--- src/rtl/key_pkg.sv ---
// Shared key codes and debounce state encoding for the keypad entry path.
package key_pkg;

  localparam logic [3:0] KEY_NONE    = 4'hD;
  localparam logic [3:0] KEY_START   = 4'hA;
  localparam logic [3:0] KEY_CLEAR   = 4'hB;
  localparam logic [3:0] KEY_CONFIRM = 4'hC;
  localparam logic [3:0] KEY_UNUSED  = 4'hF;

  typedef enum logic [1:0] {
    ST_IDLE,
    ST_PRESS_DB,
    ST_HELD,
    ST_RELEASE_DB
  } db_state_e;

  function automatic logic is_digit(input logic [3:0] k);
    return k <= 4'd9;
  endfunction

endpackage

--- src/rtl/key_debounce.sv ---
// Press/release debouncer: one key_event per full press/release cycle.
// key_event is combinational so the action lands on the same edge as the final stable sample.
module key_debounce
  import key_pkg::*;
#(
  parameter int STABLE_CYCLES = 50000
) (
  input  logic       clk,
  input  logic       rst_n,
  input  logic [3:0] key,
  output logic       key_event,
  output logic [3:0] key_code
);

  localparam int            CW       = $clog2(STABLE_CYCLES + 1);
  localparam logic [CW-1:0] CNT_ONE  = CW'(1);
  localparam logic [CW-1:0] CNT_LAST = CW'(STABLE_CYCLES - 1);

  db_state_e     state_q, state_d;
  logic [CW-1:0] cnt_q, cnt_d;
  logic [3:0]    cand_q, cand_d;

  always_ff @(posedge clk or negedge rst_n) begin
    if (!rst_n) begin
      state_q <= ST_IDLE;
      cnt_q   <= '0;
      cand_q  <= KEY_NONE;
    end else begin
      state_q <= state_d;
      cnt_q   <= cnt_d;
      cand_q  <= cand_d;
    end
  end

  always_comb begin
    state_d   = state_q;
    cnt_d     = cnt_q;
    cand_d    = cand_q;
    key_event = 1'b0;
    case (state_q)
      ST_IDLE: begin
        if (key != KEY_NONE) begin
          cand_d  = key;
          cnt_d   = CNT_ONE;
          state_d = ST_PRESS_DB;
        end
      end
      ST_PRESS_DB: begin
        if (key == KEY_NONE) begin
          cnt_d   = '0;
          state_d = ST_IDLE;
        end else if (key == cand_q) begin
          if (cnt_q == CNT_LAST) begin
            key_event = 1'b1;
            cnt_d     = '0;
            state_d   = ST_HELD;
          end else begin
            cnt_d = cnt_q + 1'b1;
          end
        end else begin
          // A different key restarts the stability window on the new candidate.
          cand_d = key;
          cnt_d  = CNT_ONE;
        end
      end
      ST_HELD: begin
        if (key == KEY_NONE) begin
          cnt_d   = CNT_ONE;
          state_d = ST_RELEASE_DB;
        end
      end
      ST_RELEASE_DB: begin
        if (key != KEY_NONE) begin
          cnt_d   = '0;
          state_d = ST_HELD;
        end else if (cnt_q == CNT_LAST) begin
          cnt_d   = '0;
          state_d = ST_IDLE;
        end else begin
          cnt_d = cnt_q + 1'b1;
        end
      end
      default: begin
        cnt_d   = '0;
        state_d = ST_IDLE;
      end
    endcase
  end

  assign key_code = cand_q;

endmodule

--- src/rtl/key_entry.sv ---
// Debounced keypad front end: BCD digit buffer, confirm/clear/start commands.
// Define KEY_ENTRY_BACKSPACE_EN to make key F delete the newest digit.
module key_entry
  import key_pkg::*;
#(
  parameter int DIGITS        = 4,
  parameter int STABLE_CYCLES = 50000
) (
  input  logic                         clk,
  input  logic                         rst_n,
  input  logic [3:0]                   key,
  output logic [4*DIGITS-1:0]          digits,
  output logic [$clog2(DIGITS+1)-1:0]  count,
  output logic                         entry_valid,
  output logic [4*DIGITS-1:0]          entry_value,
  output logic                         start_pulse,
  output logic                         overflow
);

  localparam int              DW   = 4 * DIGITS;
  localparam int              NW   = $clog2(DIGITS + 1);
  localparam logic [NW-1:0]   FULL = NW'(DIGITS);

  logic          key_event;
  logic [3:0]    key_code;

  logic [DW-1:0] digits_q, digits_d;
  logic [NW-1:0] count_q, count_d;
  logic [DW-1:0] value_q, value_d;
  logic          valid_q, valid_d;
  logic          start_q, start_d;
  logic          ovf_q, ovf_d;

  key_debounce #(.STABLE_CYCLES(STABLE_CYCLES)) u_db (
    .clk      (clk),
    .rst_n    (rst_n),
    .key      (key),
    .key_event(key_event),
    .key_code (key_code)
  );

  always_ff @(posedge clk or negedge rst_n) begin
    if (!rst_n) begin
      digits_q <= '0;
      count_q  <= '0;
      value_q  <= '0;
      valid_q  <= 1'b0;
      start_q  <= 1'b0;
      ovf_q    <= 1'b0;
    end else begin
      digits_q <= digits_d;
      count_q  <= count_d;
      value_q  <= value_d;
      valid_q  <= valid_d;
      start_q  <= start_d;
      ovf_q    <= ovf_d;
    end
  end

  always_comb begin
    digits_d = digits_q;
    count_d  = count_q;
    value_d  = value_q;
    valid_d  = 1'b0;
    start_d  = 1'b0;
    ovf_d    = ovf_q;
    if (key_event) begin
      if (is_digit(key_code)) begin
        if (count_q != FULL) begin
          digits_d = (digits_q << 4) | DW'(key_code);
          count_d  = count_q + 1'b1;
        end else begin
          ovf_d = 1'b1;
        end
      end else begin
        case (key_code)
          KEY_CLEAR: begin
            digits_d = '0;
            count_d  = '0;
            ovf_d    = 1'b0;
          end
          KEY_CONFIRM: begin
            if (count_q != '0) begin
              value_d  = digits_q;
              valid_d  = 1'b1;
              digits_d = '0;
              count_d  = '0;
              ovf_d    = 1'b0;
            end
          end
          KEY_START: start_d = 1'b1;
`ifdef KEY_ENTRY_BACKSPACE_EN
          KEY_UNUSED: begin
            if (count_q != '0) begin
              digits_d = digits_q >> 4;
              count_d  = count_q - 1'b1;
              ovf_d    = 1'b0;
            end
          end
`endif
          default: ;
        endcase
      end
    end
  end

  assign digits      = digits_q;
  assign count       = count_q;
  assign entry_valid = valid_q;
  assign entry_value = value_q;
  assign start_pulse = start_q;
  assign overflow    = ovf_q;

endmodule
--- config.mk ---
export PLATFORM = sky130hd
export DESIGN_NAME = key_entry
export DESIGN_NICKNAME = d
export VERILOG_FILES = /design/src/rtl/key_pkg.sv /design/src/rtl/key_debounce.sv /design/src/rtl/key_entry.sv
export SDC_FILE = /design/constraint.sdc
export NUM_CORES = 1
export LEC_CHECK = 0
export ABC_AREA = 1
export BUFFER_PORTS_ARGS = -buffer_cell sky130_fd_sc_hd__buf_2
export CAP_MARGIN = 40
export CORE_MARGIN = 4
export CORE_UTILIZATION = 40
export CTS_BUF_LIST = sky130_fd_sc_hd__clkbuf_4 sky130_fd_sc_hd__clkbuf_8 sky130_fd_sc_hd__clkbuf_16
export DETAILED_ROUTE_END_ITERATION = 6
export PLACE_DENSITY = 0.62
export SYNTH_ARGS = -nofsm -noshare
export SYNTH_HDL_FRONTEND = slang
export SYNTH_SLANG_ARGS = --single-unit
--- constraint.sdc ---
create_clock -name clk -period 1.8 [get_ports clk]
set_input_delay 0.09 -clock clk [delete_from_list [all_inputs] [get_ports clk]]
set_output_delay 0.09 -clock clk [all_outputs]
set_load 0.02 [all_outputs]
# == After elaboration in Yosys (flattened, before gate mapping) ==
# Cells that the tools add are included.
# totals
register_bits,60
in_bits,6
# classes
add_sub_neg,2
bitwise_logic,2
magnitude_cmp,1
n_mux,42
n_eq_ne,21
n_reduce_logical,10
# ops
operator,n
16-bit 2-to-1 mux,9
16-bit case mux with 4 select lines,1
16-bit case mux with 2 select lines,1
16-bit by 1-bit adder with 16-bit output (second input constant),1
16-bit equality test (second input constant),1
4-bit equality test (second input constant),4
16-bit by 4-bit bitwise OR with 16-bit output,1
4-bit AND reduction,4
1-bit 2-to-1 mux,14
2-bit 2-to-1 mux,7
4-bit 2-to-1 mux,3
3-bit 2-to-1 mux,3
3-bit by 1-bit != test with 1-bit output (second input constant),3
2-bit case mux with 4 select lines,1
4-bit case mux with 2 select lines,1
2-bit by 1-bit != test with 1-bit output (second input constant),3
2-bit != test (second input constant),3
3-bit != test (second input constant),2
3-bit case mux with 2 select lines,1
3-bit nonzero test,2
5-bit AND reduction,1
2-bit equality test (second input constant),2
4-bit equality test,1
4-bit less-or-equal comparator (second input constant),1
8 further kinds,8

# == Longest topological paths before layout ==
# Gate-level depths: netlist (run 1).
# depth
ltp_word,6
depth_mapped,12
ltp_nobuf,11

# == Modules after synthesis ==
# A second synthesis (run 1) with hierarchy kept.
# unflattened
cells_unflattened,405
area_unflattened_um2,3124.2
# modules_own_cells
mod,area_each_um2,instances,cells_per_inst
key_entry,1697.9,1,213
key_debounce,1426.4,1,192

# == Worst setup path after synthesis (run 1) ==
# No wires, ideal clock.
# synth_timing
path_kind,reg2reg
start,"register count_q[0], in the netlist count[0]"
end,"register value_q[10], in the netlist entry_value[10]"
t_arrival_ns,1.559
path_stages_with_launch,10
period_less_slack_ns,1.676
required_ns,1.683
slack_ns,0.124
path_cell_list,dfrtp_1 -> inv_1 -> ha_1 -> inv_1 -> nor2_1 -> nor3_1 -> nand2_4 -> buf_2 -> nand2_1 -> nand2_1
# synth_between
elab_chain_cells,2
# synth_lines
element,line,source
start: declaration,key_entry.sv:28,"logic [NW-1:0] count_q, count_d;"
start signal: assignment,key_entry.sv:52,count_q <= count_d;
3-bit nonzero test,key_entry.sv:83,if (count_q != '0) begin
4-bit AND reduction (no line),-,
end signal: assignment,key_entry.sv:53,value_q <= value_d;
end: declaration,key_entry.sv:29,"logic [DW-1:0] value_q, value_d;"
# No other way between the ends.
# A chain may end at the register's enable or synchronous reset.

# == Worst setup path after layout (run 1) ==
# layout_timing
start,"register u_db.cand_q[2], in the netlist u_db.key_code[2]"
end,"register count_q[1], in the netlist count[1]"
# layout_between
elab_chain_cells,5
word_cells_on_any_way,13
cone_classes,order compare (1); eq/ne (5); mux (5); reduce/logical (2)
# layout_lines
element,line,source
start: declaration,key_debounce.sv:21,"logic [3:0] cand_q, cand_d;"
start signal: assignment,key_debounce.sv:31,cand_q <= cand_d;
"parallel branches: the longest is 5 deep, another holds 4-bit less-or-equal comparator",-,
# Several ways; the timed one is not identified.

==> impl_metrics.py, run 1 <==
metrics = {
    "grt": {
        "grt_usage_pct": 15.72,
        "antenna_found_initial": 0,
        "overflow": 0,
        "grt_start_max_net_pins": 36,
        "grt_pass1_vias": 2467,
        "grt_first_pass_wirelength_um": 11250,
    },
    "placement": {
        "hpwl_um": 4812,
        "port_buffers": 43,
        "place_congestion": 0.8740,
    },
    "synthesis": {
        "synth_warnings": 0,
        "yosysUniqueCellTypes": 34,
        "synth_area_leaders": "dfrtp_1, nand2_1, o21ai_2",
        "synth_xor_area_share_pct": 3.920,
        "yosys.area.top_type": "dfrtp_1",
        "synth_top_area_share_pct": 45.60,
        "synthAdderAreaFrac_pct": 1.200,
        "yosysSeqAreaShare_pct": 48.12,
        "synth_compound_area_share_pct": 9.200,
        "ys.flop_type": "dfrtp_1",
        "synth_top_family_by_area": "simple AND/OR/NAND/NOR gates",
        "synthArstFlopShare_pct": 100.0,
        "syn_area_um2": 3128,
        "synth_common_cells": "nand2_1, dfrtp_1, inv_1, nand3_1, nor2_1",
        "syn_area_per_cell_um2": 8.364,
        "syn_nets": 383,
        "yosysMostFrequentCell": "nand2_1",
        "synth_cells": 374,
        "yosys-mux-area-fraction_pct": 0,
        "synth_seq_cells": 60,
        "synth_edf_count": 0,
        "yosys.area_share.simple_pct": 30.16,
    },
    "drt": {
        "ant_nets": 0,
        "drc_errors": 0,
        "routed_via_density": 4.763,
        "drt_iter0_drc": 98,
        "routed_wl_um": 6831,
        "avgRoutedWirePerCell_um": 12.53,
        "dr_total_vias": 2596,
        "first_pass_iters": 6,
    },
    "sta": {
        "fin_skew_ns": 0.01220,
        "min_period_ns": 1.760,
        "rsz0062_at_grt": "true",
        "slew_headroom_pct": 64.43,
        "fmax_ghz": 0.5680,
        "tightest_slew_ns": 0.5336,
        "finalSetupViolCount": 0,
        "finalHoldViolations": 0,
        "fin_tns_setup_ns": 0,
        "drv_slew": 0,
        "fin_crit_sh_pct": 97.80,
    },
    "clock_network": {
        "cts-root-buf": "clkbuf_8",
        "htreeDepth": 3,
        "cts_tree": "built",
        "clock_latency_ns": 0.34,
        "cts_buffers": 9,
        "cts_buffer_depth": 2,
        "clk_pin_slew_worst_paths_ns": 0.08,
        "cts.sinks": 60,
    },
    "die": {
        "initial_core_util_pct": 42.22,
        "fp-row-count": 31,
        "die_h_um": 96.43,
        "ios": 44,
        "die-area_um2": 9299,
        "die_w_um": 96.43,
        "core_area_um2": 7408,
    },
    "power": {
        "pwr-share-seq_pct": 45.0,
        "switchingPower_mw": 1.235,
        "p_leak_nw": 1.934,
        "p_clk_share_pct": 31.4,
        "p_per_area_nw_per_um2": 901.9,
        "switching_share_pct": 35.72,
        "pwr-share-comb_pct": 23.5,
        "internal_power_mw": 2.222,
        "vdd_ir_drop_max_v": 0.0007346,
        "finalPower_mw": 3.456,
    },
    "setup_path": {
        "critical_path_arrival_ns": 1.99,
        "cp_max_fo": 18,
        "path_class": "flip-flop to flip-flop",
        "crit_required_ns": 2.03,
        "critPathLaunchType": "flip-flop",
        "setup.worst_path.end_class": "flip-flop",
    },
    "status": {
        "status": "complete, no violations",
    },
    "layout": {
        "layout-drive-gt1-share_pct": 30.27,
        "n_antenna_cell": 0,
        "fin_nets": 450,
        "areaGrowthSynthToFinish_pct": 22.52,
    },
    "run": {
        "drv_cap": 0,
    },
    "hold_path": {
        "hold_class": "primary input to flip-flop",
    },
}
-- stage by stage --
step	cell area, um2	setup slack, ns	utilization (%)	std cells	hold WS (ns)
after floorplan	3128	0.1238	-	374	-0.2056
after global placement	3511	0.08243	47.39	520	0.1119
after detailed placement	3511	0.04260	47.39	520	0.1118
after CTS	3706	0.01207	50.03	538	0.01587
after global routing	3832	-0.05201	51.73	545	0.04065
final	3832	0.03952	51.73	545	0.02548
-- worst paths after layout --
path                                                    from                      endpoint  slack [ns]  cells after the start
worst min-delay path                                  key[0]  u_db.key_code[0]$_DFFE_PN1P_        0.03                      3
worst max register to register  u_db.key_code[2]$_DFFE_PN1P_          count[1]$_DFFE_PN0P_        0.04                      9
worst max-delay path            u_db.key_code[2]$_DFFE_PN1P_          count[1]$_DFFE_PN0P_        0.04                      9
min in group asynchronous                              rst_n        digits[13]$_DFFE_PN0P_        0.27                      2
worst min register to register   entry_value[15]$_DFFE_PN0P_   entry_value[15]$_DFFE_PN0P_        0.48                      2
max in group asynchronous                              rst_n  u_db.key_code[3]$_DFFE_PN1P_        0.90                      3
-- layer usage --
metal / vias to the layer above / GRT usage, % / part of all wire [%]
li1: 1319 / - / -
met5: - / 0 / 0
met4: 0 / 7.009 / 1.7
met2: 50 / 24.15 / 44
met3: 8 / 3.408 / 5.3
met1: 1219 / 21.30 / 49
-- cell type report --
class	instances	area [um2]
clock buffer	9	123.9
clock inverter	7	51.30
fill	688	3576
inverter	40	167.7
multi-input combinational	266	1440
sequential	60	1505
tap	99	123.9
timing repair buffer	64	420.4
-- state kept, by name (all words and copies together), names as in the netlist, named ones only --
register and flops:
count 3, digits 16, entry_valid 1, entry_value 16, overflow 1, start_pulse 1, u_db.cnt_q 16, u_db.key_code 4
u_db.state_q 1
-- what timing repair did --
| item | 4_1_cts | 5_1_grt |
|---|---|---|
| gates resized for setup | 0 | 17 |
| buffers inserted | 0 | 6 |
| hold endpoints to repair | 21 | 0 |
| endpoints found under the setup margin | 0 | 38 |
| hold buffers | 2 | 0 |
-- power by group through the flow --
stage / Clock [mW] / Combinational (mW) / Sequential (mW)
floorplan: 0 / 0.541 / 1.56
global placement: 0 / 0.748 / 1.58
detailed placement: 0 / 0.754 / 1.58
CTS: 1.12 / 0.760 / 1.55
global route: 1.19 / 0.937 / 1.58
finish: 1.09 / 0.813 / 1.56
-- worst max-delay path: stages (launching register included) --
cell and delay [ns]:
dfstp_2 0.58, xnor2_2 0.11, nand2_1 0.10, nor2_4 0.17, nand2_4 0.09, nor2_8 0.18
nand3_4 0.11, buf_12 0.18, nand2_1 0.07, o21ai_2 0.05
-- cell usage in the layout (no fill, tap or decap), drive strengths merged --
| master | Yosys | routed |
|---|---|---|
| nand4 | 4 | 4 |
| ha | 3 | 3 |
| o22ai | 10 | 10 |
| nor3 | 6 | 6 |
| nand3 | 22 | 22 |
| dfrtp | 57 | 57 |
| a21oi | 4 | 4 |
| a31oi | 2 | 2 |
| xor2 | 10 | 10 |
| dfstp | 3 | 3 |
| o21ai | 25 | 25 |
| inv | 39 | 39 |
| nand3b | 1 | 1 |
| clkbuf | 2 | 10 |
| nand2 | 148 | 148 |
| clkinv | 1 | 6 |
| clkinvlp | 0 | 2 |
| xnor2 | 4 | 4 |
| buf | 6 | 61 |
| nor2 | 26 | 26 |
| nor3b | 1 | 1 |
| dlygate4sd3 | 0 | 2 |
-- cells by family after synthesis --
logic type	count (synthesis)
simple gates	208
buf+inv	48
compound gates	41
flops	60
fa+ha+maj	3
xor+xnor	14
(Power assumes the default switching activity.)
==> inputs of run 2 (changes only) <==
- RECOVER_POWER: unset -> 50
==> run 2 against run 1 <==
Non-clock buffer count unchanged. Worst setup slack got worse by 0.0046 ns. Clock power about the same. Via count increased by 0.46%. Combinational power about the same. Cell count unchanged. Cell area decreased by 0.46%. Utilization decreased by 0.24 points.
==> impl_metrics.py, run 2 (synthesis gave the netlist of run 1 again) <==
metrics = {
    "clock_network": {
        "clk_pin_slew_worst_paths_ns": 0.08,
        "clock_latency_ns": 0.34,
        "cts_buffer_depth": 2,
        "cts-root-buf": "clkbuf_8",
        "htreeDepth": 3,
        "cts_tree": "built",
        "cts_buffers": 9,
        "cts.sinks": 60,
    },
    "sta": {
        "fin_crit_sh_pct": 98.06,
        "rsz0062_at_grt": "true",
        "finalSetupViolCount": 0,
        "tightest_slew_ns": 1.312,
        "setup_slack_ns": 0.03495,
        "finalHoldViolations": 0,
        "fin_tns_setup_ns": 0,
        "drv_slew": 0,
        "slew_headroom_pct": 12.51,
        "fmax_ghz": 0.5666,
        "fin_skew_ns": 0.01213,
        "min_period_ns": 1.765,
    },
    "power": {
        "p_leak_nw": 1.874,
        "internal_power_mw": 2.222,
        "switching_share_pct": 35.70,
        "pwr-share-seq_pct": 45.1,
        "p_per_area_nw_per_um2": 905.6,
        "vdd_ir_drop_max_v": 0.0007311,
        "pwr-share-comb_pct": 23.5,
        "switchingPower_mw": 1.233,
        "finalPower_mw": 3.455,
        "p_clk_share_pct": 31.4,
    },
    "layout": {
        "fin_util_pct": 51.49,
        "nFillCells": 701,
        "layout-drive-gt1-share_pct": 27.13,
        "stdcell_area_um2": 3815,
        "n_antenna_cell": 0,
        "fin_nets": 450,
        "areaGrowthSynthToFinish_pct": 21.96,
        "final_common_cell": "nand2_1",
        "layout_common_cells": "nand2_1, dfrtp_1, inv_1, buf_2, nand3_1",
    },
    "drt": {
        "avgRoutedWirePerCell_um": 12.61,
        "drc_errors": 0,
        "dr_total_vias": 2608,
        "first_pass_iters": 6,
        "routed_via_density": 4.785,
        "drt_iter0_drc": 108,
        "routed_wl_um": 6870,
        "ant_nets": 0,
    },
    "grt": {
        "overflow": 0,
        "grt_pass1_vias": 2467,
        "grt_first_pass_wirelength_um": 11250,
        "antenna_found_initial": 0,
        "grt_start_max_net_pins": 36,
        "grt_usage_pct": 15.72,
    },
    "die": {
        "fp-row-count": 31,
        "ios": 44,
        "initial_core_util_pct": 42.22,
        "die_h_um": 96.43,
        "die-area_um2": 9299,
        "core_area_um2": 7408,
        "die_w_um": 96.43,
    },
    "setup_path": {
        "path_class": "flip-flop to flip-flop",
        "critPathLaunchType": "flip-flop",
        "critical_path_arrival_ns": 1.99,
        "crit_required_ns": 2.03,
        "setup.worst_path.end_class": "flip-flop",
        "cp_max_fo": 18,
    },
    "status": {
        "status": "complete, no violations",
    },
    "placement": {
        "place_congestion": 0.8740,
        "port_buffers": 43,
        "dp_slack_ns": 0.04260,
        "hpwl_um": 4812,
        "place_area_um2": 3511,
    },
    "run": {
        "drv_cap": 0,
    },
    "hold_path": {
        "hold_class": "primary input to flip-flop",
    },
}
[run 2: cell types whose count changed in the layout (fill, tap and decap cells not counted), sizes merged]
cell    previous run  this run
clkbuf            10        24
buf               61        47
[run 2: layout make-up]
class | count | area, um2 | share of cell area (%)
sequential | 60 | 1505 | 39.46
multi-input combinational | 266 | 1440 | 37.75
timing repair buffer | 64 | 402.9 | 10.56
inverter | 40 | 167.7 | 4.395
clock buffer | 9 | 123.9 | 3.247
tap | 99 | 123.9 | 3.247
clock inverter | 7 | 51.30 | 1.345
[run 2: final timing paths]
path                                              start                            to  slack [ns]  depth (start not counted)
max                        u_db.key_code[2]$_DFFE_PN1P_          count[1]$_DFFE_PN0P_        0.03                          9
min                                              key[0]  u_db.key_code[0]$_DFFE_PN1P_        0.02                          3
max reg2reg                u_db.key_code[2]$_DFFE_PN1P_          count[1]$_DFFE_PN0P_        0.03                          9
min reg2reg                  entry_value[2]$_DFFE_PN0P_    entry_value[2]$_DFFE_PN0P_        0.48                          2
max in group asynchronous                         rst_n  u_db.key_code[3]$_DFFE_PN1P_        0.32                          3
min in group asynchronous                         rst_n        digits[13]$_DFFE_PN0P_        0.58                          2
[run 2: timing repair]
item | 4_1_cts | 5_1_grt
setup buffers | 0 | 6
hold buffers | 2 | 0
setup endpoints to repair | 0 | 38
gates resized for setup | 0 | 17
endpoints found under the hold margin | 21 | 0
[run 2: power by group through the flow]
stage	Sequential [mW]	Combinational, mW	Clock (mW)
after CTS	1.55	0.760	1.12
after global placement	1.58	0.748	0
after floorplan	1.56	0.541	0
final	1.56	0.813	1.09
after detailed placement	1.58	0.754	0
after global routing	1.58	0.937	1.19
[run 2: worst max-delay path: stages (launching register included)]
cell,delay [ns]
dfstp_2,0.58
xnor2_2,0.11
nand2_1,0.10
nor2_4,0.17
nand2_4,0.09
nor2_8,0.18
nand3_4,0.11
buf_12,0.18
nand2_1,0.07
o21ai_2,0.05
[run 2: routing by layer]
| layer | up-vias | part of all wire (%) | global-route usage, % |
|---|---|---|---|
| met5 | - | 0 | 0 |
| met3 | 8 | 5.6 | 3.408 |
| met4 | 0 | 1.7 | 7.009 |
| li1 | 1318 | - | - |
| met1 | 1228 | 48 | 21.30 |
| met2 | 54 | 45 | 24.15 |
[run 2: metrics by stage]
step,hold slack (ns),cells
floorplan,-0.2056,374
global placement,0.1119,520
detailed placement,0.1118,520
CTS,0.01587,538
global route,0.04065,545
finish,0.02493,545
==> inputs of run 3 (changes only) <==
- SYNTH_HIERARCHICAL: unset -> 1
==> run 3 against run 2 <==
The flow now finishes with violations (setup timing). Clock-buffer cell count is 1 higher. Utilization increased by 1.9 points. Clock skew fell by 0.0059 ns. Die area decreased by 0.11%. Sequential cell count stayed put. Via count increased by 3.5%. Total power increased by 6.8%. Global-route usage is 0.38 points higher. Cell count grew 7.3%. Synthesized cell count rose by 8.3%. First-iteration DRC count grew 5.6%. Combinational power is 20% higher.
==> impl_metrics.py, run 3 <==
metrics = {
    "clock_network": {
        "cts_tree": "built",
        "clock_latency_ns": 0.33,
        "cts_buffer_depth": 2,
        "cts.sinks": 60,
        "cts_buffers": 9,
        "cts-root-buf": "clkbuf_8",
        "clk_pin_slew_worst_paths_ns": 0.07,
        "htreeDepth": 3,
    },
    "synthesis": {
        "syn_nets": 414,
        "synth_seq_cells": 60,
        "synth_edf_count": 0,
        "synth_common_cells": "nand2_1, dfrtp_1, inv_1, nor2_1, nand3_1",
        "yosysMostFrequentCell": "nand2_1",
        "syn_area_per_cell_um2": 7.714,
        "yosysUniqueCellTypes": 28,
        "ys.flop_type": "dfrtp_1",
        "synth_cells": 405,
        "syn_area_um2": 3124,
        "synthArstFlopShare_pct": 100.0,
        "synth_area_leaders": "dfrtp_1, nand2_1, inv_1",
        "yosysSeqAreaShare_pct": 48.18,
        "synth_warnings": 6,
        "yosys.area.top_type": "dfrtp_1",
        "synth_top_area_share_pct": 45.65,
    },
    "sta": {
        "tightest_slew_ns": 1.179,
        "drv_slew": 0,
        "fin_tns_setup_ns": -0.5921,
        "slew_headroom_pct": 21.41,
        "fin_crit_sh_pct": 103.1,
        "hold_slack_ns": 0.02463,
        "fmax_ghz": 0.5389,
        "setup_slack_ns": -0.05568,
        "min_period_ns": 1.856,
        "fin_skew_ns": 0.006264,
        "finalSetupViolCount": 19,
        "finalHoldViolations": 0,
        "rsz0062_at_grt": "true",
    },
    "layout": {
        "final_common_cell": "nand2_1",
        "multi_input_area_um2": 1471,
        "layout_common_cells": "nand2_1, dfrtp_1, inv_1, nor2_1, buf_2",
        "register_area_um2": 1505,
        "areaGrowthSynthToFinish_pct": 26.67,
        "nFillCells": 754,
        "n_antenna_cell": 0,
        "stdcell_area_um2": 3958,
        "layout-drive-gt1-share_pct": 29.84,
        "fin_util_pct": 53.42,
        "fin_nets": 490,
    },
    "setup_path": {
        "rrSetupSlack_ns": -0.06,
        "critical_path_arrival_ns": 2.08,
        "critPathLaunchType": "flip-flop",
        "path_class": "flip-flop to flip-flop",
        "rr_endpoint": "digits[7]$_DFFE_PN0P_",
        "cp_max_fo": 5,
        "ff2ff_path_depth": 11,
        "crit_required_ns": 2.02,
        "setup.worst_path.end_class": "flip-flop",
        "r2r-start": "u_db/cnt_q[1]$_DFFE_PN0P_",
    },
    "hold_path": {
        "hold_end": "u_db/key_code[2]$_DFFE_PN1P_",
        "min_from": "key[2]",
        "hold_class": "primary input to flip-flop",
        "min_path_cells": 3,
    },
    "die": {
        "ios": 44,
        "die_w_um": 96.38,
        "core_area_um2": 7408,
        "die_h_um": 96.38,
        "initial_core_util_pct": 42.17,
        "fp-row-count": 31,
        "die-area_um2": 9288,
    },
    "placement": {
        "hpwl_um": 4876,
        "port_buffers": 43,
        "place_area_um2": 3617,
        "place_congestion": 0.9240,
    },
    "drt": {
        "ant_nets": 0,
        "first_pass_iters": 4,
        "routed_wl_um": 6971,
        "dr_total_vias": 2699,
        "drt_iter0_drc": 114,
        "drc_errors": 0,
        "routed_via_density": 4.614,
        "avgRoutedWirePerCell_um": 11.92,
    },
    "grt": {
        "antenna_found_initial": 0,
        "grt_pass1_vias": 2573,
        "grt_first_pass_wirelength_um": 11670,
        "grt_start_max_net_pins": 41,
        "overflow": 0,
        "grt_usage_pct": 16.10,
    },
    "power": {
        "p_per_area_nw_per_um2": 932.1,
        "vdd_ir_drop_max_v": 0.0005047,
        "p_leak_nw": 2.074,
        "finalPower_mw": 3.689,
    },
    "run": {
        "drv_cap": 0,
    },
    "status": {
        "violations": "setup timing",
        "status": "complete, but fails checks",
    },
}
run 3: cell count changes in the layout (fill, tap and decap cells not counted), sizes merged, moves of 7 or more:
cell / change
nor2: +24
nand2: +21
buf: +19
inv: +13
clkbuf: -11
o22ai: -10
nand3: -7
run 3: how the worst max path moves through the flow:
stage                                 start                     endpoint  slack (ns)  cells after the start
2_1_floorplan  u_db/key_code[3]$_DFFE_PN1P_  entry_value[12]$_DFFE_PN0P_       -0.05                     13
3_3_place_gp   u_db/key_code[3]$_DFFE_PN1P_       digits[13]$_DFFE_PN0P_        0.02                     12
3_5_place_dp   u_db/key_code[3]$_DFFE_PN1P_        digits[5]$_DFFE_PN0P_       -0.04                     12
4_1_cts        u_db/key_code[2]$_DFFE_PN1P_       digits[13]$_DFFE_PN0P_       -0.04                     12
5_1_grt           u_db/cnt_q[1]$_DFFE_PN0P_       digits[14]$_DFFE_PN0P_       -0.23                     11
6_report          u_db/cnt_q[1]$_DFFE_PN0P_        digits[7]$_DFFE_PN0P_       -0.06                     11
run 3: cell families (layout without fill, tap and decap cells):
logic type	count (synthesis)	count (layout)	share of synthesized area, %
flip-flops	60	60	48.18
AND/OR/NAND/NOR	239	242	32.40
adder cells (fa/ha/maj)	3	3	1.202
buffers and inverters	59	137	8.410
XOR/XNOR	12	12	3.364
AO/OA/AOI/OAI	32	32	6.448
run 3: per-layer routing:
metal	wire length, um	track usage [%]
met1	3204	20.22
met2	3331	26.85
met3	348	5.035
met4	86	4.322
met5	0	0
run 3: final cells by class:
type / instances / area share, %
Inverter: 51 / 4.900
Clock buffer: 10 / 3.320
Timing Repair Buffer: 70 / 11.82
Tap cell: 99 / 3.130
Clock inverter: 6 / 1.612
Sequential cell: 60 / 38.03
Multi-Input combinational cell: 289 / 37.18
run 3: critical path: stages (launching register included):
cell and delay [ns]:
dfrtp_1 0.35, ha_2 0.19, nand3_2 0.09, nor2_2 0.12, nand2_2 0.09, nor3_4 0.20, buf_6 0.14, nand2_4 0.05
nor2_4 0.24, nand2_4 0.13, nand2_1 0.08, nand2_1 0.05
run 3: where the power goes:
part	total (mW)	internal [mW]	switching, mW
logic	0.975	0.318	0.658
registers	1.51	1.46	0.0539
clock network	1.20	0.654	0.550
total	3.69	2.43	1.26
run 3: repair_timing:
item	CTS	global route
cloned	1	3
endpoints found under the setup margin	23	40
endpoints found under the hold margin	17	0
pin swaps	2	8
resized for setup	5	24
hold buffers	1	0
buffers inserted	0	1
run 3: stage by stage:
stage	std cells	setup slack, ns
finish	585	-0.05568
detailed placement	563	-0.04065
floorplan	405	-0.04785
global placement	563	0.01957
CTS	581	-0.03531
global route	585	-0.2308
